--- config.mk ---
export PLATFORM = sky130hd
export DESIGN_NAME = rotate_right_iterative
export DESIGN_NICKNAME = d
export VERILOG_FILES = /design/src/rtl/rotate_right_iterative_pkg.sv /design/src/rtl/rotate_right.sv /design/src/rtl/rotate_right_iterative.sv
export SDC_FILE = /design/constraint.sdc
export NUM_CORES = 1
export LEC_CHECK = 0
export BUFFER_PORTS_ARGS = -buffer_cell sky130_fd_sc_hd__buf_2
export CAP_MARGIN = 5
export CORE_AREA = 10 10 53 55
export DETAILED_ROUTE_END_ITERATION = 6
export DIE_AREA = 0 0 63 65
export HOLD_SLACK_MARGIN = 0.03
export PLACE_DENSITY = 0.82
export SETUP_SLACK_MARGIN = 0.15
export SYNTH_ARGS = -nofsm -noshare
export SYNTH_HDL_FRONTEND = slang
export SYNTH_SLANG_ARGS = --single-unit
--- constraint.sdc ---
create_clock -name clock -period 2.75 [get_ports clock]
set_input_delay 0.275 -clock clock [delete_from_list [all_inputs] [get_ports clock]]
set_output_delay 0.275 -clock clock [all_outputs]
set_load 0.1 [all_outputs]
--- src/rtl/rotate_right_iterative_pkg.sv ---
// rotate_right_iterative_pkg: shared state encoding for the iterative right rotator.
package rotate_right_iterative_pkg;
    typedef enum logic [1:0] {
        IDLE,
        ROTATE,
        DONE
    } state_t;
endpackage

--- src/rtl/rotate_right.sv ---
// rotate_right: static right rotation of a word by a fixed ROTATION positions.
module rotate_right #(
    parameter int WIDTH    = 8,
    parameter int ROTATION = 1
) (
    input  logic [WIDTH-1:0] data,
    output logic [WIDTH-1:0] result
);
    assign result = (data >> ROTATION) | (data << (WIDTH - ROTATION));
endmodule

--- src/rtl/rotate_right_iterative.sv ---
// rotate_right_iterative: multi-cycle right rotator, STEP positions per cycle then single steps.
// Define ROTATE_RIGHT_ITERATIVE_EARLY_ACCEPT_EN to accept a new request in the output handshake cycle.
module rotate_right_iterative
    import rotate_right_iterative_pkg::*;
#(
    parameter int WIDTH = 8,
    parameter int STEP  = 2,
    localparam int AMOUNT_WIDTH = $clog2(WIDTH)
) (
    input  logic                    clock,
    input  logic                    reset,
    input  logic                    input_valid,
    output logic                    input_ready,
    input  logic [WIDTH-1:0]        input_data,
    input  logic [AMOUNT_WIDTH-1:0] input_amount,
    output logic                    output_valid,
    input  logic                    output_ready,
    output logic [WIDTH-1:0]        output_data
);
    state_t                  state, state_n;
    logic [WIDTH-1:0]        data_q, data_n, rot_step, rot_one;
    logic [AMOUNT_WIDTH-1:0] remaining, remaining_n, amount_mod;
    logic [AMOUNT_WIDTH:0]   amount_ext;
    logic                    accept, coarse;

    rotate_right #(.WIDTH(WIDTH), .ROTATION(STEP)) u_rot_step (.data(data_q), .result(rot_step));
    rotate_right #(.WIDTH(WIDTH), .ROTATION(1))    u_rot_one  (.data(data_q), .result(rot_one));

`ifdef ROTATE_RIGHT_ITERATIVE_EARLY_ACCEPT_EN
    assign input_ready = (state == IDLE) | ((state == DONE) & output_ready);
`else
    assign input_ready = (state == IDLE);
`endif

    // One conditional subtract suffices: the amount field is always below 2*WIDTH.
    assign amount_ext   = {1'b0, input_amount};
    assign amount_mod   = (amount_ext >= (AMOUNT_WIDTH+1)'(WIDTH))
                        ? AMOUNT_WIDTH'(amount_ext - (AMOUNT_WIDTH+1)'(WIDTH)) : input_amount;
    assign accept       = input_valid & input_ready;
    assign coarse       = remaining >= AMOUNT_WIDTH'(STEP);
    assign output_valid = (state == DONE);
    assign output_data  = data_q;

    always_comb begin
        state_n     = state;
        data_n      = data_q;
        remaining_n = remaining;
        if (state == ROTATE) begin
            data_n      = coarse ? rot_step : rot_one;
            remaining_n = remaining - (coarse ? AMOUNT_WIDTH'(STEP) : AMOUNT_WIDTH'(1));
            state_n     = (remaining_n == '0) ? DONE : ROTATE;
        end else begin
            if (state == DONE && output_ready)
                state_n = IDLE;
            if (accept) begin
                data_n      = input_data;
                remaining_n = amount_mod;
                state_n     = (amount_mod != '0) ? ROTATE : DONE;
            end
        end
    end

    always_ff @(posedge clock or posedge reset) begin
        if (reset) begin
            state     <= IDLE;
            data_q    <= '0;
            remaining <= '0;
        end else begin
            state     <= state_n;
            data_q    <= data_n;
            remaining <= remaining_n;
        end
    end
endmodule
After elaboration in Yosys (flattened, before gate mapping). Cells that the tools add are included.

Register bits: 13. Input port bits: 15. Output and inout port bits: 10. Logic and storage cells: 30.

$add $sub $neg: 2. Magnitude comparators: 2. Eq/ne operators: 2. Mux-type cells: 12. Bitwise logic cells: 3. Reduce and logical (&&, ||, !) cells: 6.

Operator list (count): $mux W8 (3); $mux W2 (6); $mux W3 (3); $or A6 B8 Y8 (1); $or A7 B8 Y8 (1); $reduce_bool A3 Y1 (2); $ge A3 B4 Y1 const B (1); $ge A3 B2 Y1 const B (1); $logic_not A3 Y1 (1); $sub A3 B1 Y3 const B (1); $sub A3 B2 Y3 (1); $eq A2 B1 Y1 const B (1); $eq A2 B2 Y1 const B (1); $logic_not A2 Y1 (1); $reduce_bool A2 Y1 (1); $and A1 B1 Y1 (1); $logic_and A1 B1 Y1 (1).

Depth between registers and ports, before layout. Gate-level depths: netlist of run 1.

Depth in word-level cells: 6. Depth in mapped cells: 8.

Hierarchy. A second synthesis of run 1 with hierarchy kept.

Cell total of the unflattened synthesis: 111. Area, all modules: 1051.0 µm².

Modules (own cells, without submodules): rotate_right_iterative (times used 1, cells an instance 95, area each 930.9 µm², sequential area each 325.3 µm²); rotate_right (times used 2, cells an instance 8, area each 60.1 µm², sequential area each 0.0 µm²).

Least setup slack after synthesis of run 1. No wires, ideal clock.

Path kind: register to register. Start: register state[0]. End: register data_q[4] (netlist: output_data[4]). Library setup time: 79 ps. Data arrival time: 2141 ps. Required time: 2671 ps. Path slack: 530 ps. Cell stages (with the launch flop): 4. Path buffers: 0. Period minus slack after synthesis: 2220 ps. Cell sequence: dfrtp_1 > nor2_1 > a32oi_1 > o21ai_1.

Longest elaborated chain between the ends: 3. Elaborated cells between the ends (all ways): 5. Classes of those cells: 1 x eq/ne; 1 x mux; 1 x bitwise; 2 x reduce/logical.

Ends and longest elaborated chain: start, declared (RTL line rotate_right_iterative.sv:20) `state_t state, state_n;`; start signal, assigned (RTL line rotate_right_iterative.sv:69) `state <= state_n;`; $logic_not A2 Y1 (RTL line rotate_right_iterative.sv:32) `assign input_ready = (state == IDLE);`; via input_ready (RTL line rotate_right_iterative.sv:13) `output logic input_ready,`; $and A1 B1 Y1 (RTL line rotate_right_iterative.sv:39) `assign accept = input_valid & input_ready;`; $reduce_bool A2 Y1 (no line); end signal, assigned (RTL line rotate_right_iterative.sv:70) `data_q <= data_n;`; end, declared (RTL line rotate_right_iterative.sv:21) `logic [WIDTH-1:0] data_q, data_n, rot_step, rot_one;`.

The timed path passes the listed nets, and every way through them passes these cells. A chain may end at the register's enable or synchronous reset.

Worst setup path after layout of run 1.
Start: register remaining[2]. End: register remaining[2].

Longest elaborated chain between the ends: 4.

Ends and longest elaborated chain: start, declared (RTL line rotate_right_iterative.sv:22) `logic [AMOUNT_WIDTH-1:0] remaining, remaining_n, amount_mod;`; start signal, assigned (RTL line rotate_right_iterative.sv:71) `remaining <= remaining_n;`; $ge A3 B2 Y1 (RTL line rotate_right_iterative.sv:40) `assign coarse = remaining >= AMOUNT_WIDTH'(STEP);`; $mux W2 (RTL line rotate_right_iterative.sv:50) `remaining_n = remaining - (coarse ? AMOUNT_WIDTH'(STEP) : AMOUNT_WIDTH'(1));`; $sub A3 B2 Y3 * (RTL line rotate_right_iterative.sv:50); $mux W3 * (RTL line rotate_right_iterative.sv:48) `if (state == ROTATE) begin`.

Every way passes the cells marked *; elsewhere a longest branch is shown, timed or not.

==> impl_metrics.csv, run 1 <==
group,metric,value,unit
yosys,synth.avg_cell_area,9.92,µm²
global_routing,antenna_found_initial,0,
layout,n_fill_cell,172,
layout,post-route-util,55.1,%
layout,layout.cells.non_filler,138,
drt,wl_met2,1130,µm
floorplanning,core_area,1860,µm²
clocking,htreeDepth,1,
yosys,ys_seq_area_share,37.2,%
global_routing,grt_overflow_total,0,
yosys,netlist_instances,88,
worst_hold_path,hp-class,"in -> reg",
placed_design,numPlacedInstances,133,
timing,timing.fmax,474,MHz
layout,syn_to_final_growth,17.5,%
worst_setup_path,cp_max_fo,11,
drt,drt_iter0_markers,21,
drt,wl_per_cell,15.2,µm
worst_setup_path,crit_path_end_kind,"flop",
drt,num_vias,785,
layout,drive_gt1_share,39.6,%
clocking,cts-resized-gates,0,
drt,top_layer,"met4",
layout,regArea,325,µm²
global_routing,grt_start_max_net_pins,18,
yosys,synth-seq-cells,13,
layout,antennaDiodeCount,0,
yosys,synth_largest_area_cell,"dfrtp_1",
floorplanning,die_height,65,µm
clocking,clk_path_buf_depth,2,
floorplanning,io_pins,25,
drt,met1Wirelength,827,µm
worst_setup_path,crit_required,2.91,ns
timing,setup_viol,0,
yosys,synthesis.area,873,µm²
drt,drt-pass1-iter-count,4,
drt,drt-total-wl,2100,µm
timing,worst_pin_slew,0.518,ns
yosys,yosysWarnings,0,
placed_design,place.gp.congestion,0.791,
clocking,clk_pin_slew,0.08,ns
clocking,tritoncts,"done",
floorplanning,dieArea,4100,µm²
layout,mostFrequentLayoutCells,"buf_2, dfrtp_1, a21oi_1",
worst_setup_path,startpoint_type,"flop",
yosys,syn_nets,105,
drt,dr_wl_met3,97,µm
clocking,cts_made_buffers,3,
worst_setup_path,critical_path_class,"reg -> reg",
timing,relSlewSlack,65.4,%
drt,postRouteAntennaNets,0,
timing,min_period,2.11,ns
placed_design,dp_hpwl,1640,µm
drt,drcViolationCount,0,
clocking,cts_sinks,13,
timing,holdWs,0.249,ns
floorplanning,initial_core_util,46.9,%
timing,rsz0062_at_grt,"no",
floorplanning,die_x,63,µm
layout,multiInputGateArea,488,µm²
clocking,cts_root_buf,"clkbuf_4",
status,outcome,"completed",
worst_setup_path,arrival,2.27,ns
global_routing,grt_pass1_vias,831,
global_routing,grtUsageTotal,10.5,%
placed_design,port_buffers,24,
run,drv_cap,0,
floorplanning,rows,16,
timing,fin_worst_skew,0.00644,ns
layout,layout_commonest_cell,"buf_2",
clocking,cts_setup_buffers,0,
worst_setup_path,rr_worst_depth,7,
yosys,yosysTopAreaCellShare,37.2,%
timing,maxSlewViolCount,0,
yosys,ys_types,33,
global_routing,grt_pass1_wl,3600,µm
timing,hold_violations,0,
timing,fin_setup_tns,0,ns
timing,fin_crit_sh,76.7,%
layout,nets,129,
drt,vias_per_cell,5.69,
clocking,clock_latency,0.28,ns
worst_hold_path,min_path_cells,3,
yosys,synth_area_leaders,"dfrtp_1, a211oi_2, nor3_2, a21oi_1, o21a_2",
-- cells by family after synthesis --
kind of cell	after synthesis	synth area share (%)
DFF	13	37.2
adders and majority gates	2	3.72
muxes	3	3.44
xor gates and xnor gates	1	1.00
and+or+nand+nor	22	18.8
buffers and inverters	12	6.88
AOI/OAI and AO/OA	35	28.9
-- metrics by stage --
step	instance area, µm²	worst slack, ns
6_report	1030	0.641
5_1_grt	1030	0.571
4_1_cts	1030	0.642
3_5_place_dp	990	0.661
3_3_place_gp	990	0.751
2_1_floorplan	873	0.530
-- sequential cells by signal, summed over array words and instances (netlist names) --
| name | flops |
|---|---|
| remaining | 3 |
| output_data | 8 |
| state | 2 |
-- metal layers --
layer / GRT usage, % / up-vias
met5: 0 / -
met4: 5.87 / 0
met3: 2.41 / 6
met2: 19.2 / 23
met1: 10.8 / 379
li1: - / 377
-- timing repair --
action / in CTS / in global routing
setup endpoints to repair: 0 / 0
hold buffers: 1 / 0
endpoints found under the hold margin: 7 / 0
-- cell usage after synthesis --
library cell / number
a211oi_1: 2
a211oi_2: 4
a21oi_1: 9
a31oi_1: 1
a32oi_1: 3
and3_2: 1
buf_2: 3
buf_4: 1
buf_6: 1
clkbuf_1: 1
dfrtp_1: 13
fa_1: 1
ha_1: 1
inv_1: 5
inv_2: 1
mux2i_1: 3
nand2b_1: 2
nor2_1: 2
nor2_8: 1
nor2b_1: 1
nor2b_2: 1
nor3_1: 6
nor3_2: 5
nor4b_1: 1
o21a_1: 1
o21a_2: 4
o21ai_1: 4
o21bai_1: 1
o22a_1: 1
o22ai_1: 5
or2_1: 1
or3_1: 1
xnor2_1: 1
-- final timing paths --
check                          startpoint  slack (ns)              to
setup reg to reg             remaining[2]        0.64    remaining[2]
setup / recovery             remaining[2]        0.64    remaining[2]
min in group asynchronous           reset        0.56  output_data[0]
max in group asynchronous           reset        1.84        state[0]
hold / removal              input_data[4]        0.25  output_data[4]
hold reg to reg            output_data[5]        0.57  output_data[5]
-- worst max-delay path, cell delays in order, from the launching register on --
cell and delay [ns]:
dfrtp_1 0.55, nor2_8 0.29, ha_1 0.19, inv_1 0.05, fa_1 0.42, and3_2 0.24, a211oi_1 0.15, o21ai_1 0.09
-- final cells by class --
type / instances / share of cell area, %
clock buffers: 4 / 2.56
multi-input cells: 63 / 47.6
inverters: 6 / 2.20
well taps: 27 / 3.29
repair buffers: 25 / 12.7
flip-flops and latches: 13 / 31.7
Power of run 1 is not shown: default switching activity piles up to over one toggle a cycle in this logic, so the estimate is an artifact.
==> run 2: changes to the inputs <==
--- a/config.mk
+++ b/config.mk
@@ -7,11 +7,11 @@
 export LEC_CHECK = 0
 export BUFFER_PORTS_ARGS = -buffer_cell sky130_fd_sc_hd__buf_2
 export CAP_MARGIN = 5
-export CORE_AREA = 10 10 53 55
+export CORE_AREA = 10 10 56 58
 export DETAILED_ROUTE_END_ITERATION = 6
-export DIE_AREA = 0 0 63 65
+export DIE_AREA = 0 0 66 68
 export HOLD_SLACK_MARGIN = 0.03
-export PLACE_DENSITY = 0.82
+export PLACE_DENSITY = 0.77
 export SETUP_SLACK_MARGIN = 0.15
 export SYNTH_ARGS = -nofsm -noshare
 export SYNTH_HDL_FRONTEND = slang
==> constraint.sdc (replaced) <==
create_clock -name clock -period 1.8 [get_ports clock]
set_input_delay 0.18 -clock clock [delete_from_list [all_inputs] [get_ports clock]]
set_output_delay 0.18 -clock clock [all_outputs]
set_load 0.1 [all_outputs]
==> impl_metrics.csv, run 2 (synthesis gave the netlist of run 1 again) <==
group,metric,value,unit
status,outcome,"completed",
clocking,htreeDepth,1,
drt,drt-total-wl,2370,µm
layout,antennaDiodeCount,0,
timing,timing.fmax,587,MHz
floorplanning,die_height,68,µm
layout,drive_gt1_share,51.7,%
placed_design,port_buffers,24,
drt,vias_per_cell,5.54,
worst_setup_path,arrival,1.85,ns
timing,min_period,1.70,ns
clocking,cts_made_buffers,3,
worst_setup_path,startpoint_type,"flop",
floorplanning,io_pins,25,
placed_design,place.gp.congestion,0.776,
timing,setup_viol,0,
drt,drcViolationCount,0,
clocking,cts_sinks,13,
layout,layout_commonest_cell,"buf_2",
floorplanning,die_x,66,µm
timing,maxSlewViolCount,0,
floorplanning,dieArea,4490,µm²
global_routing,grtUsageTotal,10.7,%
drt,drt-pass1-iter-count,4,
global_routing,grt_overflow_total,0,
floorplanning,core_area,2110,µm²
global_routing,grt_start_max_net_pins,14,
placed_design,placedInstanceArea,1060,µm²
worst_hold_path,hp-class,"in -> reg",
clocking,clock_latency,0.27,ns
timing,fin_worst_skew,0.00200,ns
worst_setup_path,crit_path_end_kind,"flop",
drt,num_vias,809,
floorplanning,rows,17,
placed_design,dp_hpwl,1740,µm
layout,nets,136,
global_routing,antenna_found_initial,0,
drt,postRouteAntennaNets,0,
timing,hold_violations,0,
layout,post-route-util,53.2,%
drt,drt_iter0_markers,37,
clocking,cts_root_buf,"clkbuf_4",
worst_setup_path,cp_max_fo,3,
global_routing,grt_pass1_wl,3920,µm
timing,relSlewSlack,66.0,%
layout,largest_register_ffs,8,
layout,mostFrequentLayoutCells,"buf_2, dfrtp_1, a21oi_1",
timing,worst_pin_slew,0.510,ns
worst_setup_path,crit_required,1.95,ns
timing,fin_crit_sh,94.7,%
global_routing,grt_pass1_vias,828,
clocking,clk_path_buf_depth,2,
clocking,clk_pin_slew,0.08,ns
floorplanning,initial_core_util,41.5,%
clocking,tritoncts,"done",
run,drv_cap,0,
worst_setup_path,critical_path_class,"reg -> reg",
layout,stdcell_area,1120,µm²
drt,wl_per_cell,16.2,µm
timing,holdWs,0.162,ns
timing,rsz0062_at_grt,"yes",
layout,syn_to_final_growth,28.2,%
## run 2: cell count changes in the layout (fill, tap and decap cells not counted), sizes merged
cell and change:
buf +6, clkbuf +1
## run 2: worst max-delay path, stage by stage (launching register included)
cell and delay (ns):
dfrtp_2 0.45, nor2_8 0.13, ha_4 0.12, inv_2 0.03
fa_2 0.36, and3_2 0.24, a211oi_2 0.15, o21ai_1 0.09
## run 2: metrics by stage
stage               TNS [ns]  std cells  setup WS, ns
detailed placement         0        140        0.0925
floorplan            -0.0535         88       -0.0368
CTS                        0        146         0.123
finish                     0        146        0.0953
global placement           0        140         0.145
global route               0        146        0.0330
## run 2: repair_timing
item,CTS,global route
endpoints found under the hold margin,13,0
endpoints found under the setup margin,4,4
pin swaps,1,0
hold buffers,1,0
gates resized for setup,3,4
buffers inserted,1,0
## run 2: final timing paths
check	from	end	slack, ns	depth (start not counted)
worst max-delay path	remaining[2]	remaining[2]	0.1	7
worst min-delay path	input_data[6]	output_data[6]	0.16	3
worst max register to register	remaining[2]	remaining[2]	0.1	7
worst min register to register	output_data[6]	output_data[6]	0.56	2
max in group asynchronous	reset	state[1]	0.96	3
min in group asynchronous	reset	remaining[0]	0.47	3
## run 2: layout make-up
cell class	count	area [µm²]
tap	28	35.0
timing repair buffer	32	188
inverter	6	22.5
multi-input combinational	63	519
fill	198	986
sequential	13	329
clock buffer	4	26.3
## run 2: metal layers
layer  global-route usage (%)  wire, µm
met5                        0         0
met4                     4.45        19
met3                     3.59       179
met2                     16.9      1110
met1                     13.1      1060
Power of run 2 is left out for the same reason.
